--- config.mk ---
export PLATFORM = sky130hd
export DESIGN_NAME = load_response_tracker
export DESIGN_NICKNAME = d
export VERILOG_FILES = /design/src/rtl/load_response_tracker_pkg.sv /design/src/rtl/load_data_align.sv /design/src/rtl/load_response_tracker_checker.sv /design/src/rtl/load_response_tracker.sv
export SDC_FILE = /design/constraint.sdc
export NUM_CORES = 1
export LEC_CHECK = 0
export BUFFER_PORTS_ARGS = -buffer_cell sky130_fd_sc_hd__buf_2
export CORE_MARGIN = 3
export CORE_UTILIZATION = 52
export CTS_BUF_LIST = sky130_fd_sc_hd__clkbuf_4
export DETAILED_ROUTE_END_ITERATION = 8
export GPL_TIMING_DRIVEN = 0
export PLACE_DENSITY = 0.79
export SLEW_MARGIN = 10
export SYNTH_ARGS = -nofsm -noshare
export SYNTH_HDL_FRONTEND = slang
export SYNTH_HIERARCHICAL = 1
export SYNTH_SLANG_ARGS = --single-unit
--- constraint.sdc ---
create_clock -name clk -period 3.2 [get_ports clk]
set_clock_uncertainty 0.2 [all_clocks]
set_input_delay 0.64 -clock clk [delete_from_list [all_inputs] [get_ports clk]]
set_output_delay 0.64 -clock clk [all_outputs]
set_load 0.01 [all_outputs]
--- src/rtl/load_response_tracker_pkg.sv ---
// cva5_types: shared types for the load response path.
// Holds the instruction ID type, the load width/sign codes and the
// per-entry attribute record kept by load_response_tracker.
package cva5_types;

  localparam int ID_W = 4;
  typedef logic [ID_W-1:0] id_t;

  // Load width/sign codes carried on fn3
  localparam logic [2:0] FN3_LB  = 3'b000;
  localparam logic [2:0] FN3_LH  = 3'b001;
  localparam logic [2:0] FN3_LW  = 3'b010;
  localparam logic [2:0] FN3_LBU = 3'b100;
  localparam logic [2:0] FN3_LHU = 3'b101;

  typedef struct packed {
    id_t        id;
    logic [2:0] fn3;
    logic [1:0] addr_lo;
    logic [1:0] subunit;
  } load_attributes_t;

endpackage

--- src/rtl/load_data_align.sv ---
// load_data_align: combinational alignment and extension of a raw load word.
// Ports:
//   data    - raw 32-bit word from the memory sub-unit
//   fn3     - load width/sign code
//   addr_lo - byte offset of the load within the word
//   result  - word shifted down to the addressed byte, then sign/zero extended
module load_data_align
  import cva5_types::*;
(
  input  logic [31:0] data,
  input  logic [2:0]  fn3,
  input  logic [1:0]  addr_lo,
  output logic [31:0] result
);

  logic [31:0] shifted_s;

  // Move the addressed byte to bit 0, then extend according to fn3
  always_comb begin
    shifted_s = data >> {addr_lo, 3'b000};
    case (fn3)
      FN3_LB:  result = {{24{shifted_s[7]}}, shifted_s[7:0]};
      FN3_LH:  result = {{16{shifted_s[15]}}, shifted_s[15:0]};
      FN3_LBU: result = {24'h000000, shifted_s[7:0]};
      FN3_LHU: result = {16'h0000, shifted_s[15:0]};
      default: result = shifted_s;
    endcase
  end

endmodule

--- src/rtl/load_response_tracker_checker.sv ---
// load_response_tracker_checker: protocol properties on the tracker inputs.
// Ports:
//   clk, rst    - clock and synchronous active-high reset
//   load_req    - a load is being presented for allocation
//   issue_ready - tracker has a free entry
//   rsp_illegal - a response strobe arrived that the fill entry does not accept
module load_response_tracker_checker (
  input logic clk,
  input logic rst,
  input logic load_req,
  input logic issue_ready,
  input logic rsp_illegal
);

  // Loads must never be issued into a full tracker
  a_no_issue_when_full: assert property (@(posedge clk) disable iff (rst)
    !(load_req && !issue_ready));

  // Responses must come from the fill entry's sub-unit and only when one is outstanding
  a_rsp_in_order: assert property (@(posedge clk) disable iff (rst)
    !rsp_illegal);

endmodule

--- src/rtl/load_response_tracker.sv ---
// load_response_tracker: in-order tracker for in-flight loads.
// Loads are allocated at issue, filled by the owning sub-unit's response in
// issue order, and presented for writeback aligned/extended until acknowledged.
// Ports:
//   clk, rst                         - clock, synchronous active-high reset
//   issue_valid/load/id/fn3/addr_lo/subunit - issued operation and its attributes
//   issue_ready                      - a free entry exists
//   rsp_valid, rsp_data              - per-sub-unit response strobe and raw word
//   wb_valid, wb_id, wb_data, wb_ack - writeback handshake for the oldest load
//   empty                            - no entries allocated
module load_response_tracker
  import cva5_types::*;
#(
  parameter int DEPTH        = 4,
  parameter int NUM_SUBUNITS = 4
) (
  input  logic                         clk,
  input  logic                         rst,
  input  logic                         issue_valid,
  input  logic                         issue_load,
  input  id_t                          issue_id,
  input  logic [2:0]                   issue_fn3,
  input  logic [1:0]                   issue_addr_lo,
  input  logic [1:0]                   issue_subunit,
  output logic                         issue_ready,
  input  logic [NUM_SUBUNITS-1:0]      rsp_valid,
  input  logic [NUM_SUBUNITS-1:0][31:0] rsp_data,
  output logic                         wb_valid,
  output id_t                          wb_id,
  output logic [31:0]                  wb_data,
  input  logic                         wb_ack,
  output logic                         empty
);

  localparam int PTR_W = (DEPTH > 1) ? $clog2(DEPTH) : 1;
  localparam int CNT_W = PTR_W + 1;
  localparam logic [PTR_W-1:0] PTR_ONE = PTR_W'(1);
  localparam logic [CNT_W-1:0] CNT_ONE = CNT_W'(1);
  localparam logic [CNT_W-1:0] DEPTH_C = CNT_W'(DEPTH);

  load_attributes_t attr_r [DEPTH];
  logic [31:0]      data_r [DEPTH];
  logic [DEPTH-1:0] done_r;
  logic [PTR_W-1:0] alloc_ptr_r, fill_ptr_r, retire_ptr_r;
  logic [CNT_W-1:0] count_r;    // allocated entries
  logic [CNT_W-1:0] pending_r;  // allocated but not yet filled

  logic                    alloc_s, fill_s, retire_s, load_req_s, rsp_illegal_s;
  logic [NUM_SUBUNITS-1:0] accept_mask_s;
  logic [31:0]             fill_data_s, retire_data_s, aligned_s;
  load_attributes_t        fill_attr_s, retire_attr_s, new_attr_s;

  // Handshake decode: allocation, in-order fill acceptance and retire
  always_comb begin
    load_req_s    = issue_valid && issue_load;
    issue_ready   = (count_r < DEPTH_C);
    empty         = (count_r == '0);
    alloc_s       = load_req_s && issue_ready;
    new_attr_s    = '{id: issue_id, fn3: issue_fn3, addr_lo: issue_addr_lo,
                      subunit: issue_subunit};
    fill_attr_s   = attr_r[fill_ptr_r];
    retire_attr_s = attr_r[retire_ptr_r];
    retire_data_s = data_r[retire_ptr_r];
    accept_mask_s = '0;
    fill_data_s   = 32'h0000_0000;
    // Only the sub-unit owning the oldest unfilled entry may respond
    for (int i = 0; i < NUM_SUBUNITS; i++) begin
      if ((pending_r != '0) && (int'(fill_attr_s.subunit) == i)) begin
        accept_mask_s[i] = 1'b1;
        fill_data_s      = rsp_data[i];
      end else begin
        accept_mask_s[i] = 1'b0;
      end
    end
    fill_s        = |(rsp_valid & accept_mask_s);
    rsp_illegal_s = |(rsp_valid & ~accept_mask_s);
    wb_valid      = done_r[retire_ptr_r];
    retire_s      = wb_valid && wb_ack;
  end

  load_data_align u_align (
    .data    (retire_data_s),
    .fn3     (retire_attr_s.fn3),
    .addr_lo (retire_attr_s.addr_lo),
    .result  (aligned_s)
  );

  // Writeback outputs read as zero whenever no result is being presented
  always_comb begin
    if (wb_valid) begin
      wb_id   = retire_attr_s.id;
      wb_data = aligned_s;
    end else begin
      wb_id   = '0;
      wb_data = 32'h0000_0000;
    end
  end

  // Entry payload storage; contents are qualified by done_r so no reset needed
  always_ff @(posedge clk) begin
    if (!rst && alloc_s) begin
      attr_r[alloc_ptr_r] <= new_attr_s;
    end
    if (!rst && fill_s) begin
      data_r[fill_ptr_r] <= fill_data_s;
    end
  end

  // Pointers, occupancy counters and done flags
  always_ff @(posedge clk) begin
    if (rst) begin
      alloc_ptr_r  <= '0;
      fill_ptr_r   <= '0;
      retire_ptr_r <= '0;
      count_r      <= '0;
      pending_r    <= '0;
      done_r       <= '0;
    end else begin
      // The three indices never coincide: alloc needs a non-full buffer,
      // fill an undone entry, retire a done one
      if (alloc_s) begin
        done_r[alloc_ptr_r] <= 1'b0;
        alloc_ptr_r         <= alloc_ptr_r + PTR_ONE;
      end
      if (fill_s) begin
        done_r[fill_ptr_r] <= 1'b1;
        fill_ptr_r         <= fill_ptr_r + PTR_ONE;
      end
      if (retire_s) begin
        done_r[retire_ptr_r] <= 1'b0;
        retire_ptr_r         <= retire_ptr_r + PTR_ONE;
      end
      case ({alloc_s, retire_s})
        2'b10:   count_r <= count_r + CNT_ONE;
        2'b01:   count_r <= count_r - CNT_ONE;
        default: count_r <= count_r;
      endcase
      case ({alloc_s, fill_s})
        2'b10:   pending_r <= pending_r + CNT_ONE;
        2'b01:   pending_r <= pending_r - CNT_ONE;
        default: pending_r <= pending_r;
      endcase
    end
  end

  load_response_tracker_checker u_checker (
    .clk         (clk),
    .rst         (rst),
    .load_req    (load_req_s),
    .issue_ready (issue_ready),
    .rsp_illegal (rsp_illegal_s)
  );

endmodule

# Yosys cells after proc, flatten, opt, wreduce, memory -nomap -nowiden
# Memory sizes are Yosys's and may differ from the RTL's. A register that Yosys moved wholly into a read port is not among the register bits.
# Index checks and enable logic that the tools add are counted.
# classes
addsub,7
n_lt_le_gt_ge,7
eq_ne,10
n_shift,1
muxes,36
bitwise_logic,6
reduce_logical,20
# op_table
op,n
$mux W32,5
$pmux W32 S4,1
$shr A32 B5 Y32,1
$mux W4,6
$and A4 B4 Y4,3
$logic_and A1 B1 Y1,12
$mux W1,12
$mux W2,6
$pmux W3 S2,2
$lt A2 B3 Y1 const B,3
$eq A2 B2 Y1 const B,4
$not A4 Y4,2
$add A2 B1 Y2 const B,3
$add A3 B1 Y3 const B,2
$demux W1 S2,3
$eq A2 B1 Y1 const B,3
$eq A3 B3 Y1 const B,2
$ge A2 B1 Y1 const B,3
$logic_not A3 Y1,2
$sub A3 B1 Y3 const B,2
$or A4 B4 Y4,1
$reduce_bool A2 Y1,2
$reduce_or A4 Y1,1
$eq A3 B1 Y1 const B,1
other kinds (5),5
# word_totals
reg_bits,16
ram_bits,172
out_inout_bits,39
mem_count,2
# memory_table
memory,words,word_bits,read_ports,rd_clocked_by_memory_dff,wr,line_no,text
data_r,4,32,1,1,1,load_response_tracker.sv:42,logic [31:0] data_r [DEPTH];
attr_r,4,11,2,2,1,load_response_tracker.sv:41,load_attributes_t attr_r [DEPTH];

# Logic depth before layout (Yosys ltp)
# Gate-level depths: netlist of the first run.
# depth
ltp_word,13
ltp_mapped,11
mapped_depth_nobuf,9

# Modules after synthesis
# Netlist of the first run, hierarchy kept.
# by_module_without_submodules
module,n_inst,cells_per_inst,area_per_inst_um2
load_response_tracker,1,467,8560.7
load_data_align,1,107,694.4

# Worst setup path after synthesis of the first run
# No wires, ideal clock.
# synth_path
path_kind,reg2out
from,register with a tool-made name
to,output port wb_data[18]
t_arrival_ns,2.682
slack_ns,-0.322
stages_incl_launch_ff,11
path_buffers,4
cell_sequence,dfxtp_1 clkbuf_1 buf_1 mux4_2 buf_6 nand2b_4 a311oi_2 o211ai_2 buf_6 o21ai_2 and2_1
# synth_lines
item,line_no,text
end: declaration,load_response_tracker.sv:30,"output logic [31:0] wb_data,"

==> results of run 1 <==
[critical path: cells and delay by family, from the launching register on]
kind | cells | cell delay [ps]
flip-flops | 1 | 450
AO/OA/AOI/OAI | 3 | 400
AND/OR/NAND/NOR | 2 | 310
buffers and inverters | 5 | 670
multiplexers | 1 | 510
[synthesized netlist by cell type, types with 4 or more instances]
| library cell | n | share of area (%) |
|---|---|---|
| mux2_4 | 4 | 0.65 |
| edfxtp_1 | 172 | 56 |
| mux2i_1 | 21 | 2.3 |
| ha_1 | 14 | 1.9 |
| and3_1 | 8 | 0.54 |
| buf_1 | 9 | 0.36 |
| inv_1 | 16 | 0.65 |
| dfxtp_1 | 20 | 4.3 |
| nor2b_1 | 41 | 2.8 |
| buf_6 | 4 | 0.49 |
| a21oi_1 | 14 | 0.76 |
| mux4_2 | 75 | 18 |
| xor2_1 | 4 | 0.38 |
| nor2_1 | 31 | 1.3 |
| buf_2 | 6 | 0.32 |
| nand2_1 | 21 | 0.85 |
| a221oi_1 | 4 | 0.38 |
| o21ai_0 | 12 | 0.65 |
| a21boi_0 | 4 | 0.32 |
| and2_1 | 37 | 2.5 |
| clkbuf_1 | 18 | 0.73 |
| a211oi_1 | 18 | 1.5 |
[per-layer routing]
layer,wire (um),vias to the layer above
met3,1330,36
met5,7,-
li1,-,2683
met4,488,2
met1,8510,3012
met2,11200,228
[cells by family (layout without fill, tap and decap cells)]
group / Yosys count / count (layout)
AND/OR/NAND/NOR: 147 / 147
AO/OA/AOI/OAI: 58 / 58
other: 0 / 1
buffers and inverters: 55 / 291
adder cells (fa/ha/maj): 16 / 16
multiplexers: 101 / 101
XOR/XNOR: 5 / 5
flip-flops: 192 / 192
[what timing repair did]
item,in CTS,in global routing
buffers inserted,6,11
setup endpoints to repair,39,33
gates cloned,1,0
pin swaps,3,9
resized for setup,41,62
[final cells by class]
cell class | instances | area, sq um
plain buffers | 36 | 268
multi-input cells | 327 | 3670
flip-flops and latches | 192 | 5570
well taps | 225 | 282
clock inverters | 12 | 161
fillers | 1217 | 5980
clock buffers | 19 | 143
inverters | 16 | 60.1
diodes | 1 | 2.50
repair buffers | 208 | 1220
[cell usage in the layout, fill, tap and decap left out, types with 5 or more instances in the layout]
master,n
inv_1,16
edfxtp_1,172
mux2i_1,14
clkbuf_4,19
buf_2,188
clkbuf_1,13
nor2_1,25
mux4_2,75
buf_4,19
and2_1,32
nand2_2,7
and2_4,5
a21oi_1,13
a211oi_1,7
a211oi_2,9
o21ai_0,10
ha_1,13
buf_6,13
nand2_1,14
nor2b_1,40
dfxtp_1,16
[metrics by stage]
stage          std cells  hold slack (ps)  TNS [ps]  total power [W]
2_1_floorplan        574              252         0          0.00518
3_3_place_gp         985              268    -75140          0.00588
3_5_place_dp         989              282    -16190          0.00603
4_1_cts             1024             34.7    -15760          0.00745
5_1_grt             1036             24.1    -18810          0.00806
6_report            1036             62.2    -15050          0.00766
[power by group]
| part | total [W] | internal [W] | switching (W) |
|---|---|---|---|
| Combinational | 0.00301 | 0.00136 | 0.00165 |
| Clock | 0.00135 | 0.000563 | 0.000785 |
| Sequential | 0.00331 | 0.00322 | 0.0000892 |
| Total | 0.00766 | 0.00514 | 0.00252 |
[flip-flops by register name, indices dropped and copies added (netlist names), named ones only]
register and cells:
alloc_ptr_r 2, retire_ptr_r 2, done_r 4, attr_r 44
count_r 3, data_r 128, pending_r 3, fill_ptr_r 2
[path summary, 6_finish.rpt]
path                                   from      endpoint  slack, ps
worst max-delay path                   flop   wb_data[21]       -570
worst min register to register   count_r[2]    count_r[2]        320
worst max register to register         flop  pending_r[2]        130
worst min-delay path            issue_id[1]  attr_r[0][8]         60
==> results.toml, run 1 <==
[final_layout]
final_nets = 962
fin_util_pct = 65.5
stdcell_area_sq_um = 11400
area_growth_pct = 22.9
drive_gt1_share_pct = 49.1

[grt]
grt_pass1_wl_mm = 33.1
grt_max_degree = 22
gr-usage-met3_pct = 4.88
use_met2_pct = 37.7
grt_pass1_vias = 6189
grt.overflow.total = 0
track_usage_pct = 22.0
met1_usage_pct = 28.4
grt-busiest-layer = "met2"
antenna_found_initial = 2

[worst_hold_path]
hold_depth = 1
hp-class = "input port to flop"

[route]
num_vias = 5961
drt-total-wl_mm = 21.5
ant_nets = 0
route.detailed.drc = 0
wire_per_inst_um = 20.8
viasPerCell = 5.75
firstDrtPassIters = 5
drt-initial-drc-count = 377

[placement]
place_area_sq_um = 10600
portBuffers = 186
post-place-ws_ps = -633
dpl.hpwl_mm = 15.9
gp_congestion = 0.874

[timing]
slew-limit-headroom_pct = 41.7
maxSlewViolCount = 0
hold_viol = 0
final.setup.worst_slack_ps = -574
post-route-period-util_pct = 118
tightest_slew_ps = 870
grt_setup_unrepaired = "true"
fmaxAchievable_mhz = 265
fin_crit_ps = 3770
setup_viol = 32

[power]
leakage_nw = 4.20
power_density_nw_per_um2 = 674
vdd_drop_max_uv = 271

[logic_synthesis]
ys_async_sr_fraction_pct = 0
syn_nets = 738
yosysUniqueCellTypes = 37
synth_edf_count = 172
synthXorXnorAreaFrac_pct = 0.473
ys_seq_area_share_pct = 60.1
synth_mux_area_share_pct = 21.5
synth_top_family_by_area = "multiplexers"
synth-compound-area-share_pct = 4.27
synth_ff_type = "edfxtp_1"
synth_seq_cells = 192
yosys.area_share.simple_pct = 8.63
syn_avg_cell_area_sq_um = 16.1
synthCells = 574
synth-adder-area-share_pct = 2.33
syn_area_sq_um = 9260
ys_warn_count = 6

[die]
dieHeight_um = 139
dieWidth_um = 139
initial_core_util_pct = 53.3
rows = 48
coreArea_sq_um = 17400
die_area_sq_um = 19400
num_io_pins = 187

[clock_tree]
path_clk_slew_ps = 140
ctsLongestPathBuffers = 2
hold_buffers = 0
cts.sinks = 192
cts_inserted_buffers = 17
cts_max_level = 4
clk_latency_ps = 580
root_buffer = "clkbuf_4"
cts_tree = "built"

[job]
drv_cap = 0

[status]
violations = "negative setup slack"
outcome = "finished, violations left"

[worst_setup_path]
worstSetupPathType = "flop to output port"
worst_ep_arrival_time_ps = 2930
start_kind = "flop"
crit_chain = "buf_12 > mux4_2 > buf_6 > nand2b_4 > a311oi_2 > o211ai_2 > buf_6 > buf_4 > o21ai_2 > and2_4 > buf_6"
worstRegToRegCells = 11
crit_top_cell = "buf_6"
critPathRequiredTime_ps = 2360
max_stage_delay_ps = 510
worstPathMaxFanout = 8
crit_path_top_delay_cell = "mux4_2"
cp-end-kind = "output port"
Power figures use the tool's default switching activity.
==> inputs of run 2 (changes only) <==
--- a/config.mk
+++ b/config.mk
@@ -7,11 +7,10 @@
 export LEC_CHECK = 0
 export BUFFER_PORTS_ARGS = -buffer_cell sky130_fd_sc_hd__buf_2
 export CORE_MARGIN = 3
-export CORE_UTILIZATION = 52
+export CORE_UTILIZATION = 25
 export CTS_BUF_LIST = sky130_fd_sc_hd__clkbuf_4
 export DETAILED_ROUTE_END_ITERATION = 8
 export GPL_TIMING_DRIVEN = 0
-export PLACE_DENSITY = 0.79
 export SLEW_MARGIN = 10
 export SYNTH_ARGS = -nofsm -noshare
 export SYNTH_HDL_FRONTEND = slang
==> constraint.sdc (replaced) <==
create_clock -name clk -period 3.2 [get_ports clk]
set_clock_uncertainty 0.2 [all_clocks]
set_input_delay 0.64 -clock clk [delete_from_list [all_inputs] [get_ports clk]]
set_output_delay 0.64 -clock clk [all_outputs]
set_load 0.005 [all_outputs]
==> results.toml, run 2 (synthesized netlist as in run 1, its figures left out) <==
[status]
outcome = "finished, violations left"
violations = "negative setup slack"

[worst_setup_path]
cp-end-kind = "output port"
path_delay_family = "multiplexers"
worstSetupPathType = "flop to output port"
cp_num_buf_inv = 5
r2r-end = "pending_r[2]"
worst-path-stages = 11
ff2ff_setup_slack_ps = 190
crit_chain = "buf_12 > mux4_2 > buf_6 > buf_4 > buf_12 > mux2i_1 > nor2_1 > a211oi_2 > nor2_1 > and2_1 > buf_2"
worst_ep_arrival_time_ps = 2920
worstRegToRegCells = 11
critPathRequiredTime_ps = 2360
start_kind = "flop"
worstPathMaxFanout = 7
max_stage_delay_ps = 530
crit_path_top_delay_cell = "mux4_2"

[final_layout]
largest_reg_flops = 128
nFillCells = 3536
largest_register = "data_r"
final_cell_mix = "buf_2, edfxtp_1, mux4_2, nor2b_1, nor2_1"
multi_input_area_sq_um = 3710
top_regs = "data_r x128, attr_r x44, done_r x4"
fin_cells = 1280
area_growth_pct = 28.6
final_common_cell = "buf_2"
final_nets = 969
drive_gt1_share_pct = 49.6
seqCellArea_sq_um = 5570

[placement]
post-place-ws_ps = -555
dpl.hpwl_mm = 18.1
gp_congestion = 0.784
portBuffers = 186
post-place-cells = 1225

[timing]
slew-limit-headroom_pct = 44.8
maxSlewViolCount = 0
grt_setup_unrepaired = "true"
final.setup.worst_slack_ps = -564
setup_viol = 32
tightest_slew_ps = 823
hold_viol = 0
post-route-period-util_pct = 118
fmaxAchievable_mhz = 266
fin_crit_ps = 3760

[power]
pwr-share-seq_pct = 41.5
vdd_drop_max_uv = 236
switching_share_pct = 33.2
power_density_nw_per_um2 = 667
leakage_nw = 4.31
power_frac_comb_pct = 39.0
p_int_w = 0.00531
pwr-share-clk_pct = 19.5
p_sw_w = 0.00264

[worst_hold_path]
hold_start = "issue_fn3[1]"
hp-class = "input port to flop"
hold_depth = 1
min_to = "attr_r[0][5]"

[die]
num_io_pins = 187
dieWidth_um = 198
dieHeight_um = 198
coreArea_sq_um = 36000
initial_core_util_pct = 25.7
die_area_sq_um = 39400
rows = 69

[route]
firstDrtPassIters = 4
viasPerCell = 4.48
ant_nets = 0
wire_per_inst_um = 18.6
drt-initial-drc-count = 374
route.detailed.drc = 0
drt-total-wl_mm = 23.8
num_vias = 5740

[clock_tree]
path_clk_slew_ps = 180
cts_tree = "built"
ctsLongestPathBuffers = 2
cts_max_level = 4
cts.sinks = 192
cts_inserted_buffers = 17
root_buffer = "clkbuf_4"
clk_latency_ps = 580

[grt]
grt.overflow.total = 0
grt_pass1_vias = 5706
grt_max_degree = 28
track_usage_pct = 11.8
grt_pass1_wl_mm = 34.3
antenna_found_initial = 1

[job]
drv_cap = 0
[run 2: changes by cell type in the layout (fill, tap and decap cells not counted), moves of 3 or more]
cell / delta
a21oi_1: -4
a21oi_2: +4
and2_1: -6
and2_4: +6
buf_12: +8
buf_16: -4
buf_2: -7
buf_6: +5
dlygate4sd3_1: +6
inv_8: +4
nor2_1: +3
nor2b_1: -7
nor2b_4: +5
o21ai_2: -3
[run 2: power by group through the flow]
stage / clock network, W / registers, W / logic (W)
floorplan: 0 / 0.00332 / 0.00182
detailed placement: 0 / 0.00334 / 0.00275
global placement: 0 / 0.00334 / 0.00269
CTS: 0.00159 / 0.00330 / 0.00292
global route: 0.00170 / 0.00332 / 0.00340
finish: 0.00155 / 0.00330 / 0.00310
[run 2: what timing repair did]
| action | in CTS | in global routing |
|---|---|---|
| endpoints found under the hold margin | 0 | 18 |
| setup buffers | 10 | 8 |
| gates resized for setup | 50 | 77 |
| hold buffers | 0 | 6 |
| pin swaps | 4 | 7 |
| cloned | 1 | 1 |
| setup endpoints to repair | 39 | 35 |
[run 2: cell type report]
class	instances	share of cell area (%)
Antenna cell	1	0.0210
Buffer	35	2.38
Clock buffer	17	1.07
Clock inverter	15	2.05
Inverter	16	0.505
Multi-Input combinational cell	327	31.1
Sequential cell	192	46.8
Tap cell	461	4.85
Timing Repair Buffer	216	11.2
[run 2: routing by layer]
layer / wire length, um / track usage [%] / vias to the layer above / part of all wire (%)
li1: - / - / 2690 / -
met1: 10600 / 16.4 / 2862 / 45
met2: 11600 / 19.3 / 175 / 49
met3: 1360 / 2.30 / 13 / 5.7
met4: 210 / 2.83 / 0 / 0.88
met5: 0 / 0 / - / 0
[run 2: how the worst max path moves through the flow]
stage	from	to	slack [ps]
detailed placement	flop	wb_data[26]	-560
global route	flop	wb_data[17]	-710
global placement	flop	data_r[0][18]	-600
finish	flop	wb_data[8]	-560
floorplan	flop	wb_data[18]	90
CTS	flop	wb_data[18]	-590
[run 2: metrics by stage]
stage	area [sq um]	util (%)	TNS, ps	hold slack [ps]	power, W
floorplan	9260	-	0	252	0.00514
global placement	10800	29.9	-89410	272	0.00603
detailed placement	10900	30.2	-15150	288	0.00609
CTS	11500	31.9	-16960	5.96	0.00780
global route	11900	33.1	-20890	0.0676	0.00842
finish	11900	33.1	-15670	62.8	0.00795
